===== src/rtl/stopwatch_pkg.sv =====
// stopwatch_pkg: shared types, digit indices and blank masks for the stopwatch controller
package stopwatch_pkg;
  typedef logic [3:0] bcd_t;
  typedef enum logic [1:0] {RUN, PAUSE, ADJUST} mode_t;
  localparam int DIG_SEC_ONE = 0;
  localparam int DIG_SEC_TEN = 1;
  localparam int DIG_MIN_ONE = 2;
  localparam int DIG_MIN_TEN = 3;
  localparam logic [3:0] BLANK_SEC = (4'b1 << DIG_SEC_ONE) | (4'b1 << DIG_SEC_TEN);
  localparam logic [3:0] BLANK_MIN = (4'b1 << DIG_MIN_ONE) | (4'b1 << DIG_MIN_TEN);
endpackage


===== src/rtl/stopwatch_ctrl_if.sv =====
// stopwatch_ctrl_if: conditioned controls in, BCD digits / blank mask / pause flag out
// master: drives tick_1hz, tick_2hz, adj, sel, pse_pulse (and lap_pulse when STOPWATCH_LAP_EN)
// slave: drives sec_one, sec_ten, min_one, min_ten, blank, paused
interface stopwatch_ctrl_if;
  import stopwatch_pkg::*;
  logic tick_1hz, tick_2hz, adj, sel, pse_pulse;
  bcd_t sec_one, sec_ten, min_one, min_ten;
  logic [3:0] blank;
  logic paused;
`ifdef STOPWATCH_LAP_EN
  logic lap_pulse;
  modport master(output tick_1hz, tick_2hz, adj, sel, pse_pulse, lap_pulse,
                 input sec_one, sec_ten, min_one, min_ten, blank, paused);
  modport slave(input tick_1hz, tick_2hz, adj, sel, pse_pulse, lap_pulse,
                output sec_one, sec_ten, min_one, min_ten, blank, paused);
`else
  modport master(output tick_1hz, tick_2hz, adj, sel, pse_pulse,
                 input sec_one, sec_ten, min_one, min_ten, blank, paused);
  modport slave(input tick_1hz, tick_2hz, adj, sel, pse_pulse,
                output sec_one, sec_ten, min_one, min_ten, blank, paused);
`endif
endinterface


===== src/rtl/stopwatch_ctrl_bcd_mod_counter.sv =====
// bcd_mod_counter: two-digit BCD counter wrapping MAX -> 00 with carry_out on the wrap
// in: clk, rst_n (sync, active-low), inc, clr; out: one, ten (BCD), carry_out
module bcd_mod_counter
  import stopwatch_pkg::*;
#(
  parameter int MAX = 59
) (
  input  logic clk,
  input  logic rst_n,
  input  logic inc,
  input  logic clr,
  output bcd_t one,
  output bcd_t ten,
  output logic carry_out
);
  localparam bcd_t MAX_ONE = bcd_t'(MAX % 10);
  localparam bcd_t MAX_TEN = bcd_t'(MAX / 10);
  bcd_t one_q, one_d, ten_q, ten_d;
  always_comb begin
    carry_out = inc && one_q == MAX_ONE && ten_q == MAX_TEN;
    one_d = (clr || carry_out) ? 4'd0 : inc ? (one_q == 4'd9 ? 4'd0 : one_q + 4'd1) : one_q;
    ten_d = (clr || carry_out) ? 4'd0 : (inc && one_q == 4'd9) ? ten_q + 4'd1 : ten_q;
  end
  always_ff @(posedge clk) begin
    if (!rst_n) begin
      one_q <= 4'd0;
      ten_q <= 4'd0;
    end else begin
      one_q <= one_d;
      ten_q <= ten_d;
    end
  end
  assign one = one_q;
  assign ten = ten_q;
endmodule


===== src/rtl/stopwatch_ctrl.sv =====
// stopwatch_ctrl: MM:SS BCD stopwatch with run/pause/adjust modes and adjust-blink mask
// in: clk, rst_n (sync, active-low), bus.slave controls; out: bus digits, blank, paused
// STOPWATCH_LAP_EN adds bus.lap_pulse: toggles a lap hold that freezes the shown digits
module stopwatch_ctrl
  import stopwatch_pkg::*;
#(
  parameter int SEC_MAX = 59,
  parameter int MIN_MAX = 59
) (
  input logic clk,
  input logic rst_n,
  stopwatch_ctrl_if.slave bus
);
  mode_t mode_q, mode_d;
  logic paused_q, paused_d, phase_q, phase_d;
  logic [3:0] blank_q, blank_d;
  logic sec_inc, min_inc, sec_carry, wrap_unused;
  bcd_t s1, s10, m1, m10;
  logic [15:0] live;
  bcd_mod_counter #(.MAX(SEC_MAX)) u_sec (
    .clk(clk), .rst_n(rst_n), .inc(sec_inc), .clr(1'b0),
    .one(s1), .ten(s10), .carry_out(sec_carry)
  );
  bcd_mod_counter #(.MAX(MIN_MAX)) u_min (
    .clk(clk), .rst_n(rst_n), .inc(min_inc), .clr(1'b0),
    .one(m1), .ten(m10), .carry_out(wrap_unused)
  );
  // paused toggles in every mode; adj overrides it for mode selection
  always_comb begin
    paused_d = paused_q ^ bus.pse_pulse;
    mode_d = bus.adj ? ADJUST : paused_d ? PAUSE : RUN;
  end
  always_ff @(posedge clk) begin
    if (!rst_n) begin
      mode_q <= RUN;
      paused_q <= 1'b0;
      phase_q <= 1'b0;
      blank_q <= 4'b0000;
    end else begin
      mode_q <= mode_d;
      paused_q <= paused_d;
      phase_q <= phase_d;
      blank_q <= blank_d;
    end
  end
  // adjust increments the selected field alone; seconds carry only feeds minutes in RUN
  always_comb begin
    sec_inc = mode_q == RUN ? bus.tick_1hz : (mode_q == ADJUST && bus.tick_2hz && bus.sel);
    min_inc = mode_q == RUN ? sec_carry : (mode_q == ADJUST && bus.tick_2hz && !bus.sel);
    phase_d = phase_q ^ bus.tick_2hz;
    blank_d = (bus.adj && phase_d) ? (bus.sel ? BLANK_SEC : BLANK_MIN) : 4'b0000;
    live = {m10, m1, s10, s1};
    bus.blank = blank_q;
    bus.paused = paused_q;
  end
`ifdef STOPWATCH_LAP_EN
  logic hold_q, hold_d;
  logic [15:0] lap_q, lap_d;
  always_comb begin
    hold_d = bus.adj ? 1'b0 : hold_q ^ bus.lap_pulse;
    lap_d = (bus.lap_pulse && !hold_q) ? live : lap_q;
    {bus.min_ten, bus.min_one, bus.sec_ten, bus.sec_one} = hold_q ? lap_q : live;
  end
  always_ff @(posedge clk) begin
    if (!rst_n) begin
      hold_q <= 1'b0;
      lap_q <= 16'h0000;
    end else begin
      hold_q <= hold_d;
      lap_q <= lap_d;
    end
  end
`else
  always_comb {bus.min_ten, bus.min_one, bus.sec_ten, bus.sec_one} = live;
`endif
endmodule


===== src/flat_wrapper.sv =====
// flat-port wrapper written by rule: the top's interface ports become plain ports
module stopwatch_ctrl_flat import stopwatch_pkg::*;
#(
  parameter int SEC_MAX = 59,
  parameter int MIN_MAX = 59
)
  (clk, rst_n, bus_tick_1hz, bus_tick_2hz, bus_adj, bus_sel, bus_pse_pulse, bus_sec_one, bus_sec_ten, bus_min_one, bus_min_ten, bus_blank, bus_paused);
  stopwatch_ctrl_if bus_i ();
  input logic clk;
  input logic rst_n;
  input wire logic [$bits(bus_i.tick_1hz)-1:0] bus_tick_1hz;
  input wire logic [$bits(bus_i.tick_2hz)-1:0] bus_tick_2hz;
  input wire logic [$bits(bus_i.adj)-1:0] bus_adj;
  input wire logic [$bits(bus_i.sel)-1:0] bus_sel;
  input wire logic [$bits(bus_i.pse_pulse)-1:0] bus_pse_pulse;
  output wire logic [$bits(bus_i.sec_one)-1:0] bus_sec_one;
  output wire logic [$bits(bus_i.sec_ten)-1:0] bus_sec_ten;
  output wire logic [$bits(bus_i.min_one)-1:0] bus_min_one;
  output wire logic [$bits(bus_i.min_ten)-1:0] bus_min_ten;
  output wire logic [$bits(bus_i.blank)-1:0] bus_blank;
  output wire logic [$bits(bus_i.paused)-1:0] bus_paused;
  assign bus_i.tick_1hz = bus_tick_1hz;
  assign bus_i.tick_2hz = bus_tick_2hz;
  assign bus_i.adj = bus_adj;
  assign bus_i.sel = bus_sel;
  assign bus_i.pse_pulse = bus_pse_pulse;
  assign bus_sec_one = bus_i.sec_one;
  assign bus_sec_ten = bus_i.sec_ten;
  assign bus_min_one = bus_i.min_one;
  assign bus_min_ten = bus_i.min_ten;
  assign bus_blank = bus_i.blank;
  assign bus_paused = bus_i.paused;
  stopwatch_ctrl #(.SEC_MAX(SEC_MAX), .MIN_MAX(MIN_MAX)) u_core (.clk(clk), .rst_n(rst_n), .bus(bus_i));
endmodule

===== config.mk =====
export PLATFORM = sky130hd
export DESIGN_NAME = stopwatch_ctrl_flat
export DESIGN_NICKNAME = d
export VERILOG_FILES = /design/src/rtl/stopwatch_pkg.sv /design/src/rtl/stopwatch_ctrl_if.sv /design/src/rtl/stopwatch_ctrl_bcd_mod_counter.sv /design/src/rtl/stopwatch_ctrl.sv /design/src/flat_wrapper.sv
export SDC_FILE = /design/constraint.sdc
export NUM_CORES = 1
export LEC_CHECK = 0
export ABC_AREA = 1
export CORE_ASPECT_RATIO = 1.5
export CORE_MARGIN = 2
export CORE_UTILIZATION = 47
export DETAILED_ROUTE_END_ITERATION = 16
export PLACE_DENSITY_LB_ADDON = 0.12
export SLEW_MARGIN = 30
export SYNTH_ARGS = -nofsm -noshare
export SYNTH_HDL_FRONTEND = slang
export SYNTH_HIERARCHICAL = 1
export SYNTH_SLANG_ARGS = --single-unit
export TNS_END_PERCENT = 100

===== constraint.sdc =====
create_clock -name clk -period 3.2 [get_ports clk]
set_input_delay 0.64 -clock clk [delete_from_list [all_inputs] [get_ports clk]]
set_output_delay 0.64 -clock clk [all_outputs]
set_load 0.01 [all_outputs]

==> results of run 1 <==
layer usage:
| layer | vias up | track usage, % | wire, um |
|---|---|---|---|
| met2 | 15 | 35.3 | 1360 |
| met5 | - | 0 | 0 |
| li1 | 536 | - | - |
| met4 | 0 | 9.47 | 23 |
| met1 | 466 | 15.0 | 842 |
| met3 | 2 | 2.29 | 66 |
state kept, by name, summed over array words and instances (netlist names):
| register | flops |
|---|---|
| u_core/phase_q | 1 |
| u_core/u_min/ten | 4 |
| u_core/bus.blank | 2 |
| u_core/mode_q | 2 |
| u_core/u_sec/ten | 4 |
| u_core/bus.paused | 1 |
| u_core/u_min/one | 4 |
| u_core/u_sec/one | 4 |
critical path, delay by kind of cell:
family                 cells  cell delay [ns]
buffers and inverters      2             0.57
AOI/OAI and AO/OA          3             0.54
and+or+nand+nor            9             1.09
path summary, 6_finish.rpt:
path	slack [ns]	to
max reg2reg	1.03	u_core/u_min/ten[0]$_SDFFE_PP0P_
min reg2reg	0.52	u_core/u_min/ten[3]$_SDFFE_PP0P_
max	0.56	u_core/u_min/ten[0]$_SDFFE_PP0P_
min	0.52	u_core/u_min/ten[3]$_SDFFE_PP0P_
metrics by stage:
stage	setup WS (ns)	power [uW]	util, %	area [um^2]	std cells
6_report	0.559	535	65.1	1450	212
5_1_grt	0.340	556	65.1	1450	212
4_1_cts	0.558	540	65.1	1450	212
3_5_place_dp	0.228	336	62.7	1400	208
3_3_place_gp	0.314	335	62.7	1400	208
2_1_floorplan	0.808	314	-	1110	159
cell type report:
class                      instances  area, um^2  share of cell area [%]
timing repair buffer              28         278                    19.1
clock buffer                       3        22.5                    1.55
sequential                        22         440                    30.3
tap                               23        28.8                    1.98
multi-input combinational        105         542                    37.3
clock inverter                     1        30.0                    2.07
inverter                          30         113                    7.75
power by group through the flow:
stage                     clock network [uW]  registers [uW]  logic (uW)
after floorplan                            0             291        23.0
after global placement                     0             290        45.8
after detailed placement                   0             290        46.1
after CTS                                210             284        46.6
after global routing                     221             284        51.0
final                                    204             284        46.6
==> summary.txt, run 1 <==
Comb pwr share -> 8.7%
Worst setup EP type -> flip-flop
Post-CTS setup repair buffer count -> 0
Final hold viol count -> 0
GRT overflow -> 0
Reg power frac -> 53.1%
Data arrival, critical path -> 2.84 ns
P_sw -> 105 uW
Setup CP Type -> primary input to flip-flop
Initial antenna violation count -> 0
Max Clk Rate -> 379 MHz
Worst Reg-to-Reg Cells -> 14
Power density cells -> 368 nW/um^2
Worst Tran Pin Value -> 0.489 ns
Vias per inst -> 4.81
Clk slew on worst S/H paths -> 0.12 ns
Final HPWL DP -> 1.87 mm
Resized Gates After CTS -> 0
CTS Hold Bufs -> 0
Wire length per cell -> 10.8 um
Synth warnings -> 6
Commonest non-fill, non-tap cell in the layout -> nand2_1
Die height -> 63.4 um
Clk pwr share -> 38.2%
Synth Instances -> 158
Largest net degree at the start of global routing -> 14
Die width -> 43.6 um
WL final -> 2.30 mm
Hold Path Origin -> u_core/u_min/ten[3]$_SDFFE_PP0P_
CTS Root Cell -> clkbuf_4
H-tree Lvls -> 1
CP Data Required Time -> 3.40 ns
Most frequent cells in the layout -> nand2_1 (34), inv_1 (30), clkdlybuf4s50_1 (27), nor2_1 (23), dfxtp_1 (22)
TritonRoute pass-1 iters -> 4
Skew-Pair Late Insertion Delay -> 0.30 ns
Placer Congestion -> 0.841
Slew margin rel. -> 67.0%
Ports -> 28
Ant. Diodes -> 0
CP Launch Type -> primary input
Vias -> 1019
Int Power -> 430 uW
Setup-failing EPs final -> 0
Final slew viol count -> 0
First-pass GRT wire length -> 3.76 mm
Final TNS setup -> 0 ns
Share of cells above drive strength 1 -> 6.88%
Worst IR Drop VDD -> 0.000367 V
Vias in the first global route -> 988
Clock Path Buffers -> 2
I/O Buffers -> 27
Layout Nets -> 201
Mapped Avg Cell Area -> 7.00 um^2
LEAKAGE -> 0.000597 uW
Synthesized cell area -> 1110 um^2
Cells along the critical path -> clkdlybuf4s50_1, nand3_1, o21ai_0, nand3_2, nor2_4, nand2_2, inv_1, nand3_1, o21ai_0, nand3_2, nor2_4, nand2_2, nand2_4, a21oi_1
Switch share -> 19.6%
Clock Skews -> 0.00422 ns
Hold Crit Depth -> 2
Layout area overhead -> 31.4%
CP startpoint -> bus_tick_2hz
Final ANT Viol Nets -> 0
Core Box Area -> 2230 um^2
Fin crit period -> 2.64 ns
RSZ-0062 raised after global routing -> no
Max-Cap Viols -> 0
Slowest-stage cell, CP -> clkdlybuf4s50_1
Worst r2r src -> u_core/mode_q[0]$_SDFF_PP0_
Min Hold Slack -> 0.521 ns
Worst Hold Class -> flip-flop to flip-flop
Status -> complete, no violations
Total GRT Usage -> 17.5%
Max Fanout on Critical Path -> 7
CTS tree -> done
Clock sinks -> 22
Period utilization -> 82.5%
Fillers -> 197
Initial Utilization -> 49.5%
Die Area -> 2770 um^2
DRC viols -> 0
CTS Buf Count -> 3
CP max stage delay -> 0.51 ns
Initial DRC count -> 20
# rows -> 21
Note: power is estimated with default switching activity, not from simulation.
==> run 2, diff against run 1 <==
Settings changed: CORE_UTILIZATION 47 to 43.
Clock period 3.2 ns to 2.1 ns, I/O delays scaled along.
==> summary.txt, run 2 (synthesized netlist as in run 1, its figures left out) <==
Status -> complete, no violations (unchanged)
Initial Utilization -> 45.1% (was 49.5%)
Core Box Area -> 2450 um^2 (was 2230 um^2)
Ant. Diodes -> 0 (unchanged)
Die Area -> 3000 um^2 (was 2770 um^2)
Largest net degree at the start of global routing -> 14 (unchanged)
Clock Path Buffers -> 2 (unchanged)
Max-Cap Viols -> 0 (unchanged)
Die height -> 66.1 um (was 63.4 um)
Final ANT Viol Nets -> 0 (unchanged)
Final slew viol count -> 0 (unchanged)
Worst IR Drop VDD -> 0.000466 V (was 0.000367 V)
Worst Hold Class -> primary input to flip-flop (was flip-flop to flip-flop)
Initial DRC count -> 15 (was 20)
TritonRoute pass-1 iters -> 4 (unchanged)
Min Hold Slack -> 0.397 ns (was 0.521 ns)
CP Launch Type -> flip-flop (was primary input)
Register area -> 440 um^2 (unchanged)
Setup-failing EPs final -> 0 (unchanged)
H-tree Lvls -> 1 (unchanged)
Max Clk Rate -> 517 MHz
Final TNS setup -> 0 ns (unchanged)
Vias in the first global route -> 946 (was 988)
Final hold viol count -> 0 (unchanged)
Clk slew on worst S/H paths -> 0.12 ns (about the same)
Area of the multi-input gates -> 559 um^2 (was 542 um^2)
Fin crit period -> 1.93 ns
Die width -> 45.4 um (was 43.6 um)
Clock sinks -> 22 (unchanged)
Power, Total -> 831 uW (was 535 uW)
I/O Buffers -> 27 (unchanged)
WL final -> 2.39 mm (was 2.30 mm)
Max Fanout on Critical Path -> 7 (unchanged)
First-pass GRT wire length -> 3.72 mm (was 3.76 mm)
Clock Skews -> 0.00983 ns (was 0.00422 ns)
Data arrival, critical path -> 2.15 ns (was 2.84 ns)
Vias -> 1056 (was 1019)
Worst setup EP type -> flip-flop (unchanged)
Period utilization -> 92.1%
Power density cells -> 545 nW/um^2 (was 368 nW/um^2)
Vias per inst -> 4.82 (was 4.81)
Ports -> 28 (unchanged)
LEAKAGE -> 0.000659 uW (was 0.000597 uW)
CTS Hold Bufs -> 0 (unchanged)
Initial antenna violation count -> 0 (unchanged)
Layout area overhead -> 37.9% (was 31.4%)
Wire length per cell -> 10.9 um (was 10.8 um)
Placer Congestion -> 0.846 (was 0.841)
DRC viols -> 0 (unchanged)
Total GRT Usage -> 16.9% (was 17.5%)
GRT overflow -> 0 (unchanged)
CTS Root Cell -> clkbuf_4 (unchanged)
CP Data Required Time -> 2.32 ns (was 3.40 ns)
Setup CP Type -> flip-flop to flip-flop (was primary input to flip-flop)
Skew-Pair Late Insertion Delay -> 0.32 ns (was 0.30 ns)
Most frequent cells in the layout -> nand2_1 (34), inv_1 (29), clkdlybuf4s50_1 (24), nor2_1 (23), dfxtp_1 (22) (was nand2_1 (34), inv_1 (30), clkdlybuf4s50_1 (27), nor2_1 (23), dfxtp_1 (22))
Share of cells above drive strength 1 -> 12.3% (was 6.88%)
RSZ-0062 raised after global routing -> no (unchanged)
CTS Buf Count -> 3 (unchanged)
Commonest non-fill, non-tap cell in the layout -> nand2_1 (unchanged)
Final HPWL DP -> 1.91 mm (was 1.87 mm)
# rows -> 22 (was 21)
Layout Nets -> 207 (was 201)
Fillers -> 232 (was 197)
CTS tree -> done (unchanged)
run 2: changes by cell type in the layout (fill, tap and decap cells not counted), sizes merged:
cell,previous run,this run
clkdlybuf4s50,27,24
dlymetal6s2s,0,3
buf,1,7
run 2: critical path: stages, from the launching register on:
cell and delay (ns):
dfxtp_1 0.32, inv_1 0.11, nand3_2 0.10, o21ai_2 0.19, nand3_2 0.13, nor2_4 0.14
nand2_2 0.06, inv_1 0.05, nand3_1 0.08, o21ai_2 0.11, nand3_2 0.15, nor2_4 0.18
nand2_2 0.08, nand2_4 0.10, nor2_1 0.05
run 2: layer usage:
metal  track usage [%]  vias to the layer above  part of all wire, %
li1                  -                      549                    -
met1              15.0                      484                   35
met2              32.4                       16                   59
met3              1.91                        7                  2.1
met4              11.8                        0                  3.1
met5                 0                        -                    0
run 2: layout make-up:
| type | instances | area share (%) |
|---|---|---|
| clock inverters | 1 | 1.97 |
| flip-flops and latches | 22 | 28.9 |
| well taps | 24 | 1.97 |
| repair buffers | 34 | 21.7 |
| inverters | 30 | 7.38 |
| multi-input cells | 105 | 36.7 |
| clock buffers | 3 | 1.48 |
run 2: final timing paths:
check                                                       from                                to  slack, ns  cells after the start
worst max-delay path                 u_core/mode_q[0]$_SDFF_PP0_  u_core/u_min/one[2]$_SDFFE_PP0P_       0.17                     14
worst min-delay path                                     bus_sel    u_core/bus.blank[1]$_SDFF_PN0_       0.40                      3
worst max register to register       u_core/mode_q[0]$_SDFF_PP0_  u_core/u_min/one[2]$_SDFFE_PP0P_       0.17                     14
worst min register to register  u_core/u_min/ten[3]$_SDFFE_PP0P_  u_core/u_min/ten[3]$_SDFFE_PP0P_       0.51                      2
run 2: repair_timing:
action / CTS / global route
gates resized for setup: 3 / 6
hold endpoints to repair: 0 / 0
setup endpoints to repair: 8 / 8
pin swaps: 0 / 5
setup buffers: 0 / 1
run 2: where the power goes:
group	switching, uW	internal (uW)
clock network	128	193
registers	6.28	426
logic	38.2	39.2
total	173	659
run 2: metrics by stage:
step / instances / utilization (%) / instance area (um^2) / worst slack (ns)
after floorplan: 159 / - / 1110 / 0.0586
after detailed placement: 214 / 58.8 / 1440 / -0.458
after global placement: 214 / 58.8 / 1440 / -0.389
after global routing: 219 / 62.3 / 1530 / 0.00951
after CTS: 218 / 61.2 / 1500 / 0.0223
final: 219 / 62.3 / 1530 / 0.166
==> run 3, diff against run 2 <==
Settings changed: CORE_UTILIZATION 43 to 54, DONT_BUFFER_PORTS set to 1.
==> summary.txt, run 3 (synthesized netlist as in run 1, its figures left out) <==
Status -> complete, no violations (unchanged)
Initial DRC count -> 11 (was 15)
CP Data Required Time -> 2.30 ns (was 2.32 ns)
Initial antenna violation count -> 0 (unchanged)
Initial Utilization -> 55.9% (was 45.1%)
Cells along the critical path -> inv_1, nand3_1, o21ai_2, nand3_2, nor2_4, nand2_2, inv_1, nand3_1, o21ai_1, nand3_2, nor2_4, nand2_2, nand2_4, a21oi_1 (was inv_1, nand3_2, o21ai_2, nand3_2, nor2_4, nand2_2, inv_1, nand3_1, o21ai_2, nand3_2, nor2_4, nand2_2, nand2_4, nor2_1)
Setup CP Type -> flip-flop to flip-flop (unchanged)
Most frequent cells in the layout -> nand2_1 (34), inv_1 (30), nor2_1 (23), dfxtp_1 (22) (was nand2_1 (34), inv_1 (29), clkdlybuf4s50_1 (24), nor2_1 (23), dfxtp_1 (22))
LEAKAGE -> 0.000523 uW (was 0.000659 uW)
RSZ-0062 raised after global routing -> no (unchanged)
Min Hold Slack -> 0.178 ns (was 0.397 ns)
CP max stage delay -> 0.32 ns (about the same)
Setup-failing EPs final -> 0 (unchanged)
Max Clk Rate -> 530 MHz (was 517 MHz)
DRC viols -> 0 (unchanged)
Worst reg-to-reg setup slack -> 0.21 ns (was 0.17 ns)
Skew-Pair Late Insertion Delay -> 0.29 ns (was 0.32 ns)
Core Box Area -> 1980 um^2 (was 2450 um^2)
Worst r2r src -> u_core/mode_q[0]$_SDFF_PP0_ (unchanged)
RR Endpoint -> u_core/u_min/ten[2]$_SDFFE_PP0P_ (was u_core/u_min/one[2]$_SDFFE_PP0P_)
Final HPWL DP -> 1.67 mm (was 1.91 mm)
Vias per inst -> 4.86 (was 4.82)
Die height -> 59.4 um (was 66.1 um)
Layout Nets -> 179 (was 207)
Vias in the first global route -> 840 (was 946)
Total GRT Usage -> 19.2% (was 16.9%)
Placer Congestion -> 0.701 (was 0.846)
# rows -> 20 (was 22)
Worst IR Drop VDD -> 0.000294 V (was 0.000466 V)
CP startpoint -> u_core/mode_q[0]$_SDFF_PP0_ (unchanged)
Data arrival, critical path -> 2.09 ns (was 2.15 ns)
Ports -> 28 (unchanged)
Fin crit period -> 1.89 ns (was 1.93 ns)
H-tree Lvls -> 1 (unchanged)
Layout area overhead -> 9.16% (was 37.9%)
Final ANT Viol Nets -> 0 (unchanged)
Worst Hold Class -> primary input to flip-flop (unchanged)
CTS Buf Count -> 3 (unchanged)
Max Fanout on Critical Path -> 7 (unchanged)
Wire length per cell -> 10.8 um (was 10.9 um)
Hold Path Origin -> bus_sel (unchanged)
Clock Skews -> 0.00181 ns (was 0.00983 ns)
Power density cells -> 586 nW/um^2 (was 545 nW/um^2)
Worst Reg-to-Reg Cells -> 14 (unchanged)
Post-CTS setup repair buffer count -> 0 (unchanged)
Critical Path End -> u_core/u_min/ten[2]$_SDFFE_PP0P_ (was u_core/u_min/one[2]$_SDFFE_PP0P_)
Slowest-stage cell, CP -> dfxtp_1 (unchanged)
Largest net degree at the start of global routing -> 13 (was 14)
CTS tree -> done (unchanged)
Resized Gates After CTS -> 0 (was 3)
CP Launch Type -> flip-flop (unchanged)
Final TNS setup -> 0 ns (unchanged)
Period utilization -> 89.8% (was 92.1%)
TritonRoute pass-1 iters -> 4 (unchanged)
CTS Root Cell -> clkbuf_4 (unchanged)
Share of cells above drive strength 1 -> 11.4% (was 12.3%)
Max-Cap Viols -> 0 (unchanged)
Commonest non-fill, non-tap cell in the layout -> nand2_1 (unchanged)
Die Area -> 2430 um^2 (was 3000 um^2)
Die width -> 41.0 um (was 45.4 um)
WL final -> 2.05 mm (was 2.39 mm)
Vias -> 919 (was 1056)
Clock Path Buffers -> 2 (unchanged)
First-pass GRT wire length -> 3.24 mm (was 3.72 mm)
I/O Buffers -> 0 (was 27)
Final slew viol count -> 0 (unchanged)
Ant. Diodes -> 0 (unchanged)
Clock sinks -> 22 (unchanged)
CTS Hold Bufs -> 0 (unchanged)
GRT overflow -> 0 (unchanged)
Final hold viol count -> 0 (unchanged)
Worst setup EP type -> flip-flop (unchanged)
Clk slew on worst S/H paths -> 0.12 ns (about the same)
## run 3: changes by cell type in the layout (fill, tap and decap cells not counted), moves of 2 or more
cell	previous run	this run
nand3_2	4	2
o21ai_1	0	2
dlymetal6s2s_1	3	0
clkdlybuf4s50_1	24	0
nand3_1	8	10
## run 3: how the worst min path moves through the flow
stage | endpoint | cells after the start
after floorplan | u_core/bus.blank[2]$_SDFF_PN0_ | 1
after global placement | u_core/bus.blank[2]$_SDFF_PN0_ | 1
after detailed placement | u_core/bus.blank[2]$_SDFF_PN0_ | 1
after CTS | u_core/bus.blank[2]$_SDFF_PN0_ | 1
after global routing | u_core/bus.blank[2]$_SDFF_PN0_ | 1
final | u_core/bus.blank[2]$_SDFF_PN0_ | 1
## run 3: final cells by class
cell class | instances | area, um^2
sequential | 22 | 440
multi-input combinational | 105 | 546
timing repair buffer | 6 | 45.0
inverter | 30 | 113
fill | 181 | 769
tap | 22 | 27.5
clock buffer | 4 | 36.3
## run 3: power by group
group | internal, uW | switching (uW) | leakage, uW
Sequential | 426 | 7.66 | 0.000178
Clock | 106 | 121 | 0.0000210
Combinational | 19.1 | 27.6 | 0.000324
## run 3: per-layer routing
metal | vias to the layer above | global-route usage [%] | share of wire (%)
li1 | 495 | - | -
met1 | 411 | 18.2 | 39
met2 | 11 | 35.7 | 57
met3 | 2 | 3.76 | 3.1
met4 | 0 | 8.57 | 0.83
met5 | - | 0 | 0
## run 3: through the flow
| step | utilization, % | std cells | power [uW] | cell area [um^2] | worst slack [ns] |
|---|---|---|---|---|---|
| CTS | 60.9 | 189 | 717 | 1200 | 0.145 |
| floorplan | - | 159 | 479 | 1110 | 0.0586 |
| global route | 61.1 | 189 | 742 | 1210 | 0.0413 |
| global placement | 59.1 | 185 | 488 | 1170 | 0.176 |
| detailed placement | 59.1 | 185 | 489 | 1170 | 0.132 |
| finish | 61.1 | 189 | 707 | 1210 | 0.214 |
## run 3: critical path, delay by kind of cell (launching register included)
family | cells | cell delay (ns)
buf+inv | 2 | 0.14
flops | 1 | 0.32
simple gates | 9 | 0.97
compound gates | 3 | 0.37
